`src/rtl/hazard_ctrl.sv`:
```
// Pipeline hazard control: load-use stall, taken-branch flush, multi-cycle EX freeze, stall counter.
// Latency: control outputs are combinational from state and inputs; state and counters update on the next edge.
// Backpressure: holds PC and IF/ID for one cycle on load-use, and for MC_LATENCY-1 cycles while a mul/div occupies EX.
module hazard_ctrl #(
    parameter int MC_LATENCY = 4,
    parameter int CNT_W      = 16
) (
    input  logic             clk,
    input  logic             rst_n,
    input  logic [4:0]       id_rs1,
    input  logic [4:0]       id_rs2,
    input  logic             id_uses_rs2,
    input  logic             id_mc_op,
    input  logic             ex_mem_read,
    input  logic [4:0]       ex_rd,
    input  logic             branch_taken,
    output logic             pc_write,
    output logic             if_idWrite,
    output logic             if_flush,
    output logic             id_ex_bubble,
    output logic             ex_hold,
    output logic             mc_busy,
    output logic [CNT_W-1:0] stall_cnt
);

    typedef enum logic {
        RUN     = 1'b0,
        MC_BUSY = 1'b1
    } state_t;

    // A single-cycle "multi-cycle" op needs no freeze, so the busy state is never used.
    localparam bit         MC_EN   = (MC_LATENCY > 1);
    localparam logic [7:0] MC_LOAD = 8'(MC_LATENCY - 1);

    state_t             r_state;
    state_t             w_state_nxt;
    logic [7:0]         r_mc_cnt;
    logic [7:0]         w_mc_cnt_nxt;
    logic [CNT_W-1:0]   r_stall_cnt;
    logic               w_load_use;

    // EX load writes a register the ID instruction actually reads; x0 is never a real dependency.
    assign w_load_use = ex_mem_read & (ex_rd != 5'd0) &
                        ((ex_rd == id_rs1) | (id_uses_rs2 & (ex_rd == id_rs2)));

    // State and multi-cycle down-counter registers.
    always_ff @(posedge clk) begin
        if (!rst_n) begin
            r_state  <= RUN;
            r_mc_cnt <= 8'd0;
        end else begin
            r_state  <= w_state_nxt;
            r_mc_cnt <= w_mc_cnt_nxt;
        end
    end

    // Next-state and control outputs; reset forces NOPs into IF/ID and ID/EX.
    always_comb begin
        pc_write     = 1'b1;
        if_idWrite   = 1'b1;
        if_flush     = 1'b0;
        id_ex_bubble = 1'b0;
        ex_hold      = 1'b0;
        mc_busy      = 1'b0;
        w_state_nxt  = r_state;
        w_mc_cnt_nxt = r_mc_cnt;

        if (!rst_n) begin
            pc_write     = 1'b0;
            if_flush     = 1'b1;
            id_ex_bubble = 1'b1;
            w_state_nxt  = RUN;
            w_mc_cnt_nxt = 8'd0;
        end else if (r_state == MC_BUSY) begin
            // EX holds a non-branch, non-load op, so branch and load-use are irrelevant here.
            pc_write   = 1'b0;
            if_idWrite = 1'b0;
            ex_hold    = 1'b1;
            mc_busy    = 1'b1;
            if (r_mc_cnt <= 8'd1) begin
                w_state_nxt  = RUN;
                w_mc_cnt_nxt = 8'd0;
            end else begin
                w_mc_cnt_nxt = r_mc_cnt - 8'd1;
            end
        end else begin
            if (branch_taken) begin
                // IF/ID keeps write enabled: hold would beat the flush otherwise.
                if_flush     = 1'b1;
                id_ex_bubble = 1'b1;
            end else if (w_load_use) begin
                // One-cycle stall; the EX bubble removes the hazard next cycle.
                pc_write     = 1'b0;
                if_idWrite   = 1'b0;
                id_ex_bubble = 1'b1;
            end else if (id_mc_op && MC_EN) begin
                w_state_nxt  = MC_BUSY;
                w_mc_cnt_nxt = MC_LOAD;
            end
        end
    end

    // Saturating count of cycles in which IF/ID was held.
    always_ff @(posedge clk) begin
        if (!rst_n) begin
            r_stall_cnt <= '0;
        end else if (!if_idWrite && (r_stall_cnt != {CNT_W{1'b1}})) begin
            r_stall_cnt <= r_stall_cnt + 1'b1;
        end
    end

    assign stall_cnt = r_stall_cnt;

endmodule

```
`config.mk`:
```
export PLATFORM = sky130hd
export DESIGN_NAME = hazard_ctrl
export DESIGN_NICKNAME = d
export VERILOG_FILES = /design/src/rtl/hazard_ctrl.sv
export SDC_FILE = /design/constraint.sdc
export NUM_CORES = 1
export LEC_CHECK = 0
export CORE_ASPECT_RATIO = 1.1
export CORE_MARGIN = 2
export CORE_UTILIZATION = 45
export DETAILED_ROUTE_END_ITERATION = 12
export PLACE_DENSITY = 0.89
export SYNTH_ARGS = -nofsm -noshare
export SYNTH_HDL_FRONTEND = slang
export SYNTH_SLANG_ARGS = --single-unit
```
`constraint.sdc`:
```
create_clock -name clk -period 2.15 [get_ports clk]
set_input_delay 0.215 -clock clk [delete_from_list [all_inputs] [get_ports clk]]
set_output_delay 0.215 -clock clk [all_outputs]
set_load 0.02 [all_outputs]
```
==> out/results.txt, run 1 <==
GRT Max-Usage Layer = met2
outcome = finished clean
skew final = 0.009843 ns
share of layout cells above drive strength 1 = 14.53%
core box area = 0.003074 mm²
final hold violation count = 0
worst-path fanout max = 4
# rows = 21
Non-Filler Instances = 268
GR Util met1 = 25.53%
Vias/cell = 5.873
met3 Resource Use GR = 3.239%
Fill cells = 245
GRT Total Usage = 20.72%
Mean Syn Cell Area = 8.126 µm²
Syn-to-layout area delta = 42.34%
Fmax achieved = 491.1 MHz
Synthesis Warnings = 0
CP Launch Type = input port
worst endpoint required time = 1.93 ns
post-layout power = 0.9516 mW
crit path time final = 2.036 ns
CTS Sinks = 25
CTS Buf Count = 3
MaxCap Viol Count = 0
Post-Synthesis Cells = 180
slew margin rel. = 77.32%
io pins = 43
Slew Limit Fails = 0
Post-synth top flop = dfxtp_1
Buf/Inv on CP = 4
buffers added on ports = 42
CTS tree = done
area occupied by multi-input gates = 929.6 µm²
die height = 63.80 µm
starting density of the core = 47.58%
placed cells = 264
HPWL after DPL = 2.736 mm
RePlAce Congestion = 0.8040
Post-Syn Area = 0.001463 mm²
Top delay family on crit path = buffers and inverters
CP endpoint kind = output pin
Synth cell types = 39
Detailed Route Iter0 Violations = 89
n_diodes = 0
Clk Latency, worst-skew pair = 0.32 ns
die width = 58.36 µm
Clock Path Buffers = 2
max incr delay on CP = 0.59 ns
Crit Path Class = in -> out
CTS clk-pin slew, worst paths = 0.14 ns
syn nets = 204
TritonRoute pass-1 iters = 4
Post CTS Setup Buffer Count = 0
Seq/Total Area, Yosys = 34.22%
worst slew pin tran = 0.3371 ns
Register Area = 500.5 µm²
Die ar. = 0.003723 mm²
# DRC = 0
worst path cell trace = clkdlybuf4s50_1, inv_1, o21ai_1, buf_4, clkdlybuf4s50_1
setup violators final = 0
drt total wl = 3.560 mm
RSZ-0062 raised after global routing = false
wire per inst = 13.28 µm
final antenna-violating net count = 0
Util after Layout = 67.72%
H-tree Lvls = 1
DR vias = 1,574
number of synthesized flops with an enable pin = 0
met2 Usage GRT = 35.67%
worst-case vdd ir drop = 0.3233 mV
Crit-path slowest cell = clkdlybuf4s50_1
Static Leakage = 0.8243 nW
grt total ovfl = 0
maximum number of pins on one net before global-route repair = 19
nets@finish = 259
initial antenna violation count = 0
vias in the first global route = 1,495
Worst Hold Class = reg -> reg
Async SR Flop Fraction = 0%
WP data arrival = 1.82 ns
pwr/cell area = 457.0 mW/mm²
cell mode on critical path = clkdlybuf4s50_1
first-pass GRT wire length = 6.230 mm
Tcrit/Tclk final = 94.71%
CTS root buf = clkbuf_4
synthesized flop and latch total = 25
## report_power, final
part / internal, mW / switching [mW]
Sequential: 0.476 / 0.0145
Combinational: 0.119 / 0.133
Clock: 0.0696 / 0.139
Total: 0.665 / 0.287
## cells in the final DEF, fill, tap and decap left out, drive strengths merged, types with 4 or more instances in the layout
cell type	count
clkdlybuf4s50	34
dfxtp	25
buf	19
nand2	18
o21ai	13
a21oi	12
nor2	12
xor2	9
o31ai	9
nand3	7
mux2i	7
or4	6
nor4	6
inv	5
dlymetal6s2s	5
nor3	5
and3	4
a31oi	4
## flip-flops by register name, indices dropped and copies added, names as in the netlist
register and count:
r_mc_cnt 8, r_state 1, stall_cnt 16
## cell families after synthesis
logic type | share of synthesized area [%]
XOR/XNOR | 5.988
AND/OR/NAND/NOR | 25.58
AO/OA/AOI/OAI | 22.24
adder cells (fa/ha/maj) | 2.567
buffers and inverters | 4.619
flip-flops | 34.22
multiplexers | 4.791
## final timing paths
kind	from	end	slack, ns	cells past startpoint
min	stall_cnt[6]	stall_cnt[6]	0.50	2
max	branch_taken	if_flush	0.11	5
min reg2reg	stall_cnt[6]	stall_cnt[6]	0.50	2
max reg2reg	stall_cnt[4]	stall_cnt[14]	0.21	6
## Yosys cell counts, drive strengths merged, types with 3 or more instances
| cell | number | share of area [%] |
|---|---|---|
| a31oi | 4 | 1.7 |
| mux2i | 7 | 4.8 |
| xor2 | 9 | 5.4 |
| o21ai | 13 | 4.4 |
| nand2 | 18 | 4.6 |
| inv | 5 | 1.3 |
| or3 | 3 | 1.3 |
| a21oi | 12 | 4.1 |
| o31ai | 9 | 5.0 |
| buf | 5 | 2.3 |
| nand3 | 7 | 2.4 |
| clkbuf | 4 | 1.0 |
| nor3 | 5 | 1.7 |
| and3 | 4 | 1.7 |
| nor4 | 6 | 3.0 |
| o311a | 3 | 2.1 |
| dfxtp | 25 | 34 |
| ha | 3 | 2.6 |
| nand2b | 3 | 1.3 |
| nor2 | 12 | 3.1 |
| or4 | 6 | 3.1 |
## area by class of cell
cell class / count / share of cell area [%]
clock inverter: 1 / 0.2404
inverter: 5 / 0.9014
clock buffer: 3 / 1.082
timing repair buffer: 59 / 27.04
multi-input combinational: 141 / 44.65
sequential: 25 / 24.04
tap: 34 / 2.043
## tightest hold or removal path: cells and delay by family (launching register included)
family / cells / cell delay (ns)
DFF: 1 / 0.35
and+or+nand+nor: 1 / 0.06
muxes: 1 / 0.06
## per-layer routing
layer	vias to the layer above	share of wire, %	wire length, µm
met5	-	0	0
met4	0	1.5	52
met3	6	5.2	185
met2	60	50	1772
met1	731	44	1550
li1	777	-	-
## through the flow
stage                     hold slack (ns)    TNS, ns  setup slack, ns  instance area, µm²
after floorplan                    0.4225          0           0.1338                1463
after global placement             0.4398     -4.062          -0.3801                2017
after detailed placement           0.4705     -4.977          -0.4095                2017
after CTS                          0.4964  -0.005155        -0.005155                2044
after global routing               0.5072          0         0.006355                2082
final                              0.4952          0           0.1138                2082
## what timing repair did
| item | in CTS | in global routing |
|---|---|---|
| pin swaps | 0 | 4 |
| hold buffers | 0 | 0 |
| cloned | 0 | 0 |
| endpoints found under the setup margin | 3 | 17 |
| gates resized for setup | 12 | 13 |
(Power assumes the default switching activity.)
==> inputs of run 2 (changes only) <==
--- a/config.mk
+++ b/config.mk
@@ -5,10 +5,13 @@
 export SDC_FILE = /design/constraint.sdc
 export NUM_CORES = 1
 export LEC_CHECK = 0
+export CAP_MARGIN = 15
 export CORE_ASPECT_RATIO = 1.1
 export CORE_MARGIN = 2
 export CORE_UTILIZATION = 45
+export CTS_CLUSTER_SIZE = 24
 export DETAILED_ROUTE_END_ITERATION = 12
+export GPL_ROUTABILITY_DRIVEN = 0
 export PLACE_DENSITY = 0.89
 export SYNTH_ARGS = -nofsm -noshare
 export SYNTH_HDL_FRONTEND = slang
==> results of run 2 <==
The final DEF is identical to that of run 1; final timing and power are the same.
